$ cat config.mk
export PLATFORM = sky130hd
export DESIGN_NAME = level_block_writer
export DESIGN_NICKNAME = d
export VERILOG_FILES = /design/src/rtl/level_block_writer.sv
export SDC_FILE = /design/constraint.sdc
export NUM_CORES = 1
export LEC_CHECK = 0
export ABC_CLOCK_PERIOD_IN_PS = 3000
export CAP_MARGIN = 30
export CORE_MARGIN = 8
export CORE_UTILIZATION = 45
export CTS_CLUSTER_DIAMETER = 40
export DETAILED_ROUTE_END_ITERATION = 6
export PLACE_DENSITY = 0.72
export SYNTH_ARGS = -nofsm -noshare
export SYNTH_HDL_FRONTEND = slang
export SYNTH_SLANG_ARGS = --single-unit
$ cat constraint.sdc
create_clock -name clk -period 3 [get_ports clk]
set_clock_uncertainty 0.05 [all_clocks]
set_input_delay 0.3 -clock clk [delete_from_list [all_inputs] [get_ports clk]]
set_output_delay 0.3 -clock clk [all_outputs]
set_load 0.02 [all_outputs]
$ cat src/rtl/level_block_writer.sv
// Single writer for the level tile map. It queues pixel-space destroy requests and,
// during vertical blanking, read-checks each target tile and clears it with a one-cycle write.
module level_block_writer #(
  parameter int         TILE_SHIFT = 4,
  parameter int         COLS       = 40,
  parameter int         ROWS       = 30,
  parameter int         DEPTH      = 4,
  parameter logic [2:0] MATCH_TYPE = 3'd4,
  parameter logic [2:0] CLEAR_TYPE = 3'd0
) (
  input  logic        clk,
  input  logic        reset_n,
  input  logic        req_valid,
  input  logic [9:0]  req_x,
  input  logic [9:0]  req_y,
  output logic        req_ready,
  input  logic        vblank,
  output logic [9:0]  chk_x,
  output logic [9:0]  chk_y,
  input  logic [2:0]  chk_type,
  output logic        wr_en,
  output logic [10:0] wr_addr,
  output logic [2:0]  wr_data,
  output logic        destroyed,
  output logic        rejected,
  output logic [7:0]  destroy_count,
  output logic [1:0]  dbg_state_o
);

  localparam int PW = (DEPTH > 1) ? $clog2(DEPTH) : 1;

  typedef enum logic [1:0] {IDLE, LOOKUP, DECIDE, WRITE} state_e;

  // Handshake: a request is taken on any rising clk edge where req_valid && req_ready;
  // req_ready depends only on FIFO occupancy (no bypass), and the requester holds
  // req_x/req_y stable while req_valid is high and req_ready is low.

  state_e          state_q, state_d;
  logic [19:0]     mem_q [DEPTH];
  logic [PW-1:0]   wptr_q, rptr_q;
  logic [PW:0]     count_q;
  logic [9:0]      chk_x_q, chk_x_d;
  logic [9:0]      chk_y_q, chk_y_d;
  logic [10:0]     addr_q, addr_d;
  logic [10:0]     wr_addr_q, wr_addr_d;
  logic [2:0]      wr_data_q, wr_data_d;
  logic [2:0]      tile_q, tile_d;
  logic            rej_q, rej_d;
  logic [7:0]      cnt_q, cnt_d;

  logic            full, empty, push, pop;
  logic [9:0]      head_x, head_y, head_col, head_row;
  logic            head_oor;
  logic [10:0]     head_addr;

  assign full      = (count_q == (PW+1)'(DEPTH));
  assign empty     = (count_q == '0);
  assign push      = req_valid && !full;
  assign req_ready = !full;

  assign head_x    = mem_q[rptr_q][9:0];
  assign head_y    = mem_q[rptr_q][19:10];
  assign head_col  = head_x >> TILE_SHIFT;
  assign head_row  = head_y >> TILE_SHIFT;
  assign head_oor  = (head_col >= 10'(COLS)) || (head_row >= 10'(ROWS));
  assign head_addr = 11'(head_row) * 11'(COLS) + 11'(head_col);

  always_comb begin
    state_d   = state_q;
    pop       = 1'b0;
    chk_x_d   = chk_x_q;
    chk_y_d   = chk_y_q;
    addr_d    = addr_q;
    wr_addr_d = wr_addr_q;
    wr_data_d = wr_data_q;
    tile_d    = tile_q;
    rej_d     = 1'b0;
    cnt_d     = cnt_q;
    case (state_q)
      IDLE: begin
        if (!empty && vblank) begin
          pop = 1'b1;
          if (head_oor) begin
            rej_d = 1'b1;
          end else begin
            chk_x_d = head_col << TILE_SHIFT;
            chk_y_d = head_row << TILE_SHIFT;
            addr_d  = head_addr;
            state_d = LOOKUP;
          end
        end
      end
      LOOKUP: begin
        tile_d  = chk_type;
        state_d = DECIDE;
      end
      DECIDE: begin
        // Address and data are loaded here so they are already valid in the WRITE cycle.
        if (tile_q == MATCH_TYPE) begin
          wr_addr_d = addr_q;
          wr_data_d = CLEAR_TYPE;
          state_d   = WRITE;
        end else begin
          state_d = IDLE;
        end
      end
      WRITE: begin
        if (cnt_q != 8'hFF) cnt_d = cnt_q + 8'd1;
        state_d = IDLE;
      end
      default: state_d = IDLE;
    endcase
  end

  always_ff @(posedge clk or negedge reset_n) begin
    if (!reset_n) state_q <= IDLE;
    else          state_q <= state_d;
  end

  always_ff @(posedge clk or negedge reset_n) begin
    if (!reset_n) begin
      wptr_q    <= '0;
      rptr_q    <= '0;
      count_q   <= '0;
      chk_x_q   <= '0;
      chk_y_q   <= '0;
      addr_q    <= '0;
      wr_addr_q <= '0;
      wr_data_q <= '0;
      tile_q    <= '0;
      rej_q     <= 1'b0;
      cnt_q     <= '0;
    end else begin
      if (push) wptr_q <= wptr_q + 1'b1;
      if (pop)  rptr_q <= rptr_q + 1'b1;
      case ({push, pop})
        2'b10:   count_q <= count_q + 1'b1;
        2'b01:   count_q <= count_q - 1'b1;
        default: count_q <= count_q;
      endcase
      chk_x_q   <= chk_x_d;
      chk_y_q   <= chk_y_d;
      addr_q    <= addr_d;
      wr_addr_q <= wr_addr_d;
      wr_data_q <= wr_data_d;
      tile_q    <= tile_d;
      rej_q     <= rej_d;
      cnt_q     <= cnt_d;
    end
  end

  // Storage needs no reset: occupancy is tracked by the pointers and count.
  always_ff @(posedge clk) begin
    if (push) mem_q[wptr_q] <= {req_y, req_x};
  end

  assign chk_x         = chk_x_q;
  assign chk_y         = chk_y_q;
  assign wr_en         = (state_q == WRITE);
  assign destroyed     = (state_q == WRITE);
  assign wr_addr       = wr_addr_q;
  assign wr_data       = wr_data_q;
  assign rejected      = rej_q || ((state_q == DECIDE) && (tile_q != MATCH_TYPE));
  assign destroy_count = cnt_q;
  assign dbg_state_o   = state_q;

endmodule

==> qor.csv, run 1 <==
stage,metric,value,unit
outcome,status,"finished, final reports clean",
sta,slew_viol_final,0,
yosys,syn_avg_cell_area,15.4,um^2
power_and_ir_drop,p_leak,2.23,nW
floorplanning,fp-row-count,36,
yosys,netlist_top_cells_count,"dfrtp_1, edfxtp_1, nand2_1",
global_routing,overflow,0,
setup_path,path_cells,buf_12 -> mux4_2 -> buf_4 -> ha_1 -> ha_1 -> a21oi_1 -> a21oi_1 -> or2_2 -> xnor2_1 -> o21ai_1,
sta,fmax,352,MHz
routing,viasPerCell,4.88,
yosys,synth-main-ff-cell,dfrtp_1,
setup_path,worst_setup_path_start_kind,register,
setup_path,reg2reg_slack,160,ps
yosys,synth_compound_area_share,3.53,%
yosys,yosysTopAreaCell,edfxtp_1,
setup_path,crit_buf_inv,2,
routing,dr.pass1.iters,4,
setup_path,ff2ff_path_depth,10,
sta,hold_violations,0,
setup_path,slowest_stage,mux4_2,
routing,wl_per_cell,15.6,um
yosys,synthMuxAreaShare,13.6,%
floorplanning,core_area,0.00964,mm^2
yosys,syn-cell-area,0.00440,mm^2
routing,routed_wl,7680,um
run,cap_violations,0,
final_layout,nFillCells,795,
yosys,synthSimpleGateAreaFrac,5.37,%
yosys,synth_top_area_share,32.8,%
yosys,synth-xor-area-share,4.18,%
final_layout,final_area,0.00535,mm^2
setup_path,r2r-end,addr_q[9]$_DFFE_PN0P_,
hold_path,hp-class,input pin to async pin,
setup_path,r2r_start,rptr_q[0]$_DFFE_PN0P_,
sta,fin_ws,158,ps
cts,post_cts_buffers,0,
yosys,synth_seq_cells,100,
cts,htree_levels,3,
cts,worstSkewPairLatency,370,ps
placement,dp.cells,475,
global_routing,grt_pass1_vias,2535,
yosys,synth_most_common_cell,dfrtp_1,
sta,rsz0062_at_grt,false,
final_layout,area_growth,21.6,%
setup_path,cp_data_arrival_time,3040,ps
floorplanning,ios,75,
setup_path,criticalPathCategory,register to register,
sta,final-setup-viol-count,0,
yosys,yosysSeqAreaShare,62.3,%
placement,portBuffers,55,
power_and_ir_drop,ir_worst_vdd,485,uV
cts,cts_tree,yes,
power_and_ir_drop,power_density,1160,mW/mm^2
yosys,synth_top_family_by_area,multiplexers,
routing,drc,0,
sta,period_share,94.7,%
placement,dpl_cell_area,0.00511,mm^2
yosys,synth-adder-area-share,6.20,%
sta,whs,405,ps
yosys,ys_warn_count,0,
sta,tns,0,ps
final_layout,finalNonFillerCells,492,
floorplanning,die_w,115,um
setup_path,cp_top_family,adder cells,
sta,fin_crit,2840,ps
routing,drt-initial-drc-count,54,
placement,place_congestion,0.732,
cts,clk_pin_slew,100,ps
routing,drtAntennaViolNets,0,
floorplanning,dieArea,0.0132,mm^2
setup_path,critPathMaxFanout,7,
yosys,synthTopCellsByArea,"edfxtp_1, dfrtp_1, mux4_2",
routing,dr_total_vias,2403,
yosys,synthCells,285,
sta,worst_pin_slew,652,ps
final_layout,layout-drive-gt1-share,19.2,%
yosys,synth_cell_types,41,
global_routing,grt_start_max_net_pins,28,
floorplanning,die_h,115,um
placement,dp_slack,49.6,ps
global_routing,antenna_found_initial,0,
global_routing,grt_use_total,12.3,%
cts,clockRootBuffer,clkbuf_8,
cts,cts_num_sinks,100,
setup_path,cp.required,3200,ps
yosys,synth-edff-count,48,
cts,numCtsBuffers,9,
final_layout,num_antenna_cells,0,
global_routing,grt_pass1_wl,12600,um
floorplanning,start_util,45.7,%
final_layout,nets,401,
placement,dp_hpwl,5590,um
setup_path,cp-end-kind,register,
yosys,synthArstFlopShare,52.0,%
sta,slew_headroom,56.4,%
setup_path,slowest_delay,510,ps
cts,cts.path.max_buffers,2,
[what timing repair did]
item                       CTS  global route
setup endpoints to repair    0             2
hold buffers                 1             0
hold endpoints to repair    25             0
resized for setup            0             3
[how the worst max path moves through the flow]
stage / startpoint / to / slack, ps / cells after the start
3_3_place_gp: rptr_q[0]$_DFFE_PN0P_ / addr_q[10]$_DFFE_PN0P_ / 110 / 10
6_report: rptr_q[0]$_DFFE_PN0P_ / addr_q[9]$_DFFE_PN0P_ / 160 / 10
3_5_place_dp: rptr_q[0]$_DFFE_PN0P_ / addr_q[10]$_DFFE_PN0P_ / 50 / 10
4_1_cts: rptr_q[0]$_DFFE_PN0P_ / addr_q[10]$_DFFE_PN0P_ / 40 / 10
2_1_floorplan: rptr_q[0]$_DFFE_PN0P_ / addr_q[10]$_DFFE_PN0P_ / 90 / 10
5_1_grt: rptr_q[0]$_DFFE_PN0P_ / addr_q[9]$_DFFE_PN0P_ / 10 / 10
[registers in the layout, summed over array words and instances (netlist names)]
signal,cells
destroy_count,8
wr_addr,11
wptr_q,2
chk_y,6
rptr_q,2
chk_x,3
mem_q,48
tile_q,3
addr_q,11
count_q,3
rej_q,1
dbg_state_o,2
[layer usage]
metal / track usage [%] / wire [um] / vias to the layer above
li1: - / - / 1140
met1: 14.9 / 3450 / 1193
met2: 20.0 / 3630 / 58
met3: 3.26 / 449 / 12
met4: 6.30 / 149 / 0
met5: 0 / 0 / -
[metrics by stage]
stage	util, %	power [mW]
4_1_cts	55.4	6.26
6_report	55.5	6.22
2_1_floorplan	-	4.29
3_5_place_dp	53.0	5.30
3_3_place_gp	53.0	5.22
5_1_grt	55.5	6.68
[cell families after synthesis]
logic type,after synthesis
adder cells (fa/ha/maj),20
XOR/XNOR,21
AO/OA/AOI/OAI,25
AND/OR/NAND/NOR,46
flip-flops,100
other,1
multiplexers,38
buffers and inverters,34
[worst reg2reg max path, cell delays in order (launching register included)]
cell     delay [ps]
dfrtp_1         400
buf_12          140
mux4_2          510
buf_4           160
ha_1            290
ha_1            350
a21oi_1         170
a21oi_1         110
or2_2           310
xnor2_1         160
o21ai_1          70
[cells in the final DEF, fill, tap and decap left out, types with 11 or more instances in the layout]
cell,instances
ha_1,17
o21ai_1,11
mux4_2,12
buf_4,13
conb_1,11
clkdlybuf4s50_1,54
nand2_1,18
dfrtp_1,52
xnor2_1,11
edfxtp_1,48
inv_1,11
[power breakdown]
group          internal [mW]  switching (mW)
Sequential              1.88           0.236
Clock                  0.475           0.476
Combinational           1.61            1.55
Total                   3.96            2.26
[area by class of cell]
type,count,area [um^2],area share (%)
clock inverter,7,100,1.87
tap,133,166,3.11
multi-input combinational,161,1500,28.1
clock buffer,9,124,2.31
sequential,100,2740,51.2
inverter,12,45.0,0.842
timing repair buffer,70,673,12.6
Note: power is estimated with default switching activity, not from simulation.
==> inputs of run 2 (changes only) <==
--- a/config.mk
+++ b/config.mk
@@ -7,11 +7,13 @@
 export LEC_CHECK = 0
 export ABC_CLOCK_PERIOD_IN_PS = 3000
 export CAP_MARGIN = 30
+export CELL_PAD_IN_SITES_DETAIL_PLACEMENT = 1
+export CELL_PAD_IN_SITES_GLOBAL_PLACEMENT = 2
 export CORE_MARGIN = 8
-export CORE_UTILIZATION = 45
-export CTS_CLUSTER_DIAMETER = 40
+export CORE_UTILIZATION = 34
+export CTS_CLUSTER_DIAMETER = 60
 export DETAILED_ROUTE_END_ITERATION = 6
-export PLACE_DENSITY = 0.72
+export PLACE_DENSITY_LB_ADDON = 0.1
 export SYNTH_ARGS = -nofsm -noshare
 export SYNTH_HDL_FRONTEND = slang
 export SYNTH_SLANG_ARGS = --single-unit
==> qor.csv, run 2 (same netlist as run 1, synthesis figures left out) <==
stage,metric,value,unit
routing,viasPerCell,4.44,
floorplanning,ios,75,
final_layout,layout-drive-gt1-share,18.8,%
cts,cts_num_sinks,100,
routing,top_layer,met4,
final_layout,num_antenna_cells,0,
cts,cts.path.max_buffers,2,
final_layout,fin_util,43.3,%
final_layout,nFillCells,1308,
floorplanning,die_h,130,um
cts,clk_pin_slew,70,ps
floorplanning,dieArea,0.0168,mm^2
global_routing,grt_pass1_wl,13700,um
routing,drc,0,
final_layout,area_growth,24.3,%
sta,hold_violations,0,
cts,cts_tree,yes,
cts,numCtsBuffers,9,
placement,portBuffers,55,
routing,wl_per_cell,16.0,um
sta,slew_headroom,55.3,%
final_layout,final_cell_mix,"clkdlybuf4s50_1, dfrtp_1, edfxtp_1",
final_layout,regArea,0.00274,mm^2
hold_path,hp-class,register to register,
routing,dr_total_vias,2344,
power_and_ir_drop,ir_worst_vdd,484,uV
sta,slew_viol_final,0,
sta,final-setup-viol-count,0,
routing,dr.pass1.iters,4,
setup_path,criticalPathCategory,register to register,
sta,tns,0,ps
floorplanning,fp-row-count,41,
setup_path,cp_data_arrival_time,3060,ps
sta,period_share,96.2,%
power_and_ir_drop,p_leak,2.26,nW
routing,drt-initial-drc-count,104,
final_layout,largest_register_ffs,48,
cts,worstSkewPairLatency,350,ps
sta,worst_pin_slew,671,ps
global_routing,grt_start_max_net_pins,29,
floorplanning,die_w,130,um
global_routing,overflow,0,
routing,routed_wl,8440,um
cts,htree_levels,3,
sta,rsz0062_at_grt,false,
run,cap_violations,0,
floorplanning,start_util,34.9,%
global_routing,grt_use_total,10.9,%
sta,fmax,347,MHz
power_and_ir_drop,power_density,1190,mW/mm^2
setup_path,worst_setup_path_start_kind,register,
final_layout,largest-register,mem_q,
global_routing,grt_pass1_vias,2511,
routing,drtAntennaViolNets,0,
setup_path,reg2reg_slack,110,ps
placement,place_congestion,0.696,
setup_path,critPathMaxFanout,7,
final_layout,multi_input_area,0.00151,mm^2
cts,clockRootBuffer,clkbuf_16,
global_routing,antenna_found_initial,0,
floorplanning,core_area,0.0126,mm^2
routing,dr_wl_met3,451,um
setup_path,cp-end-kind,register,
routing,route.met2.wl,4090,um
placement,dp_hpwl,6150,um
setup_path,cp.required,3180,ps
final_layout,nets,398,
sta,fin_crit,2890,ps
routing,met1_length,3790,um
outcome,status,"finished, final reports clean",
final_layout,final_common_cell,clkdlybuf4s50_1,
## run 2: changes by cell type in the layout (fill, tap and decap cells not counted), moves of 2 or more
cell,delta
clkbuf_8,-8
buf_4,-3
inv_6,+2
clkbuf_16,+9
## run 2: stage by stage
step | area, um^2 | std cells | total power, mW | setup WS (ps) | hold slack [ps]
CTS | 5450 | 528 | 6.58 | 55.6 | 442
global placement | 5130 | 511 | 5.29 | 54.5 | 322
finish | 5470 | 528 | 6.49 | 114 | 432
detailed placement | 5130 | 511 | 5.34 | 69.4 | 319
global route | 5470 | 528 | 7.00 | 16.9 | 460
floorplan | 4440 | 295 | 4.29 | 94.4 | -45.6
## run 2: final cells by class
| type | instances | area share (%) |
|---|---|---|
| clock buffer | 10 | 4.37 |
| tap | 172 | 3.94 |
| clock inverter | 6 | 1.26 |
| inverter | 12 | 0.824 |
| sequential | 100 | 50.1 |
| timing repair buffer | 67 | 11.9 |
| multi-input combinational | 161 | 27.6 |
## run 2: routing by layer
layer	vias to the layer above	GRT usage, %
met4	0	4.51
met5	-	0
met3	5	3.84
li1	1139	-
met1	1155	13.2
met2	45	17.5
## run 2: what timing repair did
item / CTS / global route
setup buffers: 0 / 0
hold buffers: 1 / 0
endpoints found under the hold margin: 27 / 0
resized for setup: 0 / 4
endpoints found under the setup margin: 0 / 2
## run 2: worst paths after layout
check | start | to | depth (start not counted)
setup / recovery | rptr_q[0]$_DFFE_PN0P_ | addr_q[9]$_DFFE_PN0P_ | 10
hold / removal | addr_q[9]$_DFFE_PN0P_ | addr_q[9]$_DFFE_PN0P_ | 2
setup reg to reg | rptr_q[0]$_DFFE_PN0P_ | addr_q[9]$_DFFE_PN0P_ | 10
hold reg to reg | addr_q[9]$_DFFE_PN0P_ | addr_q[9]$_DFFE_PN0P_ | 2
max in group asynchronous | reset_n | wr_addr[9]$_DFFE_PN0P_ | 3
min in group asynchronous | reset_n | wr_addr[0]$_DFFE_PN0P_ | 2
## run 2: power breakdown
part	switching, mW	internal, mW
clock	0.517	0.675
combinational	1.58	1.60
sequential	0.241	1.88
total	2.34	4.16
## run 2: critical path: stages (launching register included)
cell and delay [ps]:
dfrtp_1 370, buf_12 140, mux4_2 540, buf_4 170, ha_1 290, ha_2 380, nand3_1 100, and3_1 200
or2_2 280, xnor2_1 160, o21ai_1 70
==> inputs of run 3 (changes only) <==
--- a/config.mk
+++ b/config.mk
@@ -10,7 +10,7 @@
 export CELL_PAD_IN_SITES_DETAIL_PLACEMENT = 1
 export CELL_PAD_IN_SITES_GLOBAL_PLACEMENT = 2
 export CORE_MARGIN = 8
-export CORE_UTILIZATION = 34
+export CORE_UTILIZATION = 30
 export CTS_CLUSTER_DIAMETER = 60
 export DETAILED_ROUTE_END_ITERATION = 6
 export PLACE_DENSITY_LB_ADDON = 0.1
==> qor.csv, run 3 (same netlist as run 1, synthesis figures left out) <==
stage,metric,value,unit
outcome,status,"finished, final reports clean",
setup_path,criticalPathCategory,register to register,
sta,worst_pin_slew,670,ps
setup_path,r2r-end,addr_q[10]$_DFFE_PN0P_,
floorplanning,die_h,137,um
global_routing,grt_pass1_wl,14000,um
power_and_ir_drop,ir_worst_vdd,376,uV
routing,drtAntennaViolNets,0,
sta,period_share,94.9,%
sta,rsz0062_at_grt,false,
power_and_ir_drop,p_leak,2.28,nW
final_layout,final_cell_mix,"clkdlybuf4s50_1, dfrtp_1, edfxtp_1",
setup_path,slowest_delay,570,ps
routing,dr.pass1.iters,4,
setup_path,cp_data_arrival_time,3020,ps
sta,final-setup-viol-count,0,
global_routing,grt_start_max_net_pins,22,
cts,numCtsBuffers,9,
setup_path,cp.required,3180,ps
global_routing,overflow,0,
routing,drc,0,
sta,fin_ws,154,ps
hold_path,hp-class,input pin to async pin,
routing,routed_wl,8730,um
final_layout,fin_util,38.4,%
floorplanning,start_util,30.5,%
final_layout,nets,405,
placement,dp_hpwl,6500,um
floorplanning,fp-row-count,44,
placement,dp_slack,-27.8,ps
routing,drt-initial-drc-count,73,
setup_path,cp-end-kind,register,
cts,cts_num_sinks,100,
setup_path,ff2ff_path_depth,10,
sta,fmax,351,MHz
setup_path,cp_num_cells,10,
setup_path,r2r_start,rptr_q[0]$_DFFE_PN0P_,
routing,wl_per_cell,16.0,um
cts,clockRootBuffer,clkbuf_16,
cts,cts_tree,yes,
cts,worstSkewPairLatency,340,ps
setup_path,critPathMaxFanout,5,
placement,place_congestion,0.727,
sta,slew_viol_final,0,
routing,viasPerCell,4.35,
placement,portBuffers,55,
floorplanning,core_area,0.0144,mm^2
run,cap_violations,0,
placement,dp.cells,530,
setup_path,setup.worst_path.start,rptr_q[0]$_DFFE_PN0P_,
final_layout,num_antenna_cells,0,
setup_path,critPathCapture,addr_q[10]$_DFFE_PN0P_,
floorplanning,ios,75,
setup_path,cp_top_family,adder cells,
final_layout,final_common_cell,clkdlybuf4s50_1,
global_routing,grt_use_total,9.86,%
final_layout,finalNonFillerCells,547,
cts,post_cts_buffers,0,
global_routing,grt_pass1_vias,2529,
routing,dr_total_vias,2377,
setup_path,reg2reg_slack,150,ps
setup_path,crit_buf_inv,1,
sta,whs,372,ps
final_layout,area_growth,25.9,%
floorplanning,dieArea,0.0188,mm^2
sta,hold_violations,0,
floorplanning,die_w,137,um
power_and_ir_drop,power_density,1190,mW/mm^2
final_layout,largest-register,mem_q,
setup_path,slowest_stage,mux4_2,
sta,slew_headroom,55.2,%
cts,cts.path.max_buffers,2,
cts,clk_pin_slew,60,ps
final_layout,largest_register_ffs,48,
final_layout,layout-drive-gt1-share,20.7,%
setup_path,worst_setup_path_start_kind,register,
setup_path,path_cells,buf_12 -> mux4_2 -> ha_1 -> ha_1 -> fa_2 -> a21o_1 -> a21oi_2 -> xnor2_1 -> xnor2_1 -> o21ai_1,
cts,htree_levels,3,
global_routing,antenna_found_initial,0,
sta,fin_crit,2850,ps
power_and_ir_drop,power,6.60,mW
==> run 3: changes by cell type in the layout (fill, tap and decap cells not counted), moves of 2 or more <==
cell | previous run | this run
a21oi_1 | 4 | 2
a21oi_2 | 0 | 2
buf_4 | 10 | 17
clkinv_1 | 0 | 3
==> run 3: per-layer routing <==
layer / GRT usage [%] / part of all wire [%]
met3: 3.93 / 5.7
met4: 2.72 / 0.99
met2: 15.7 / 47
met1: 12.1 / 46
met5: 0 / 0
==> run 3: report_power, final <==
group / leakage, nW / internal, mW / total (mW) / switching (mW)
registers: 1.10 / 1.89 / 2.13 / 0.249
clock network: 0.135 / 0.641 / 1.13 / 0.494
logic: 1.05 / 1.69 / 3.33 / 1.64
total: 2.28 / 4.22 / 6.60 / 2.38
==> run 3: layout make-up <==
class	instances	area (um^2)
Fill cell	1512	8880
Tap cell	184	230
Sequential cell	100	2740
Timing Repair Buffer	74	703
Clock buffer	9	225
Clock inverter	7	65.1
Inverter	12	45.0
Multi-Input combinational cell	161	1530
==> run 3: worst min path at each step <==
stage          cells after the start                           end  slack, ps
2_1_floorplan                      0         addr_q[0]$_DFFE_PN0P_        -50
3_3_place_gp                       1  destroy_count[4]$_DFFE_PN0P_        230
3_5_place_dp                       1  destroy_count[5]$_DFFE_PN0P_        220
4_1_cts                            2        wr_addr[3]$_DFFE_PN0P_        380
5_1_grt                            2        wr_addr[3]$_DFFE_PN0P_        410
6_report                           2  destroy_count[5]$_DFFE_PN0P_        370
==> run 3: through the flow <==
| stage | cell area (um^2) | TNS, ps |
|---|---|---|
| 2_1_floorplan | 4440 | 0 |
| 3_3_place_gp | 5200 | -10.0 |
| 3_5_place_dp | 5200 | -27.8 |
| 4_1_cts | 5500 | 0 |
| 5_1_grt | 5540 | 0 |
| 6_report | 5540 | 0 |
==> run 3: repair_timing <==
| action | in CTS | in global routing |
|---|---|---|
| hold buffers | 1 | 0 |
| setup endpoints to repair | 1 | 2 |
| resized for setup | 1 | 7 |
| hold endpoints to repair | 16 | 0 |
| pin swaps | 0 | 0 |
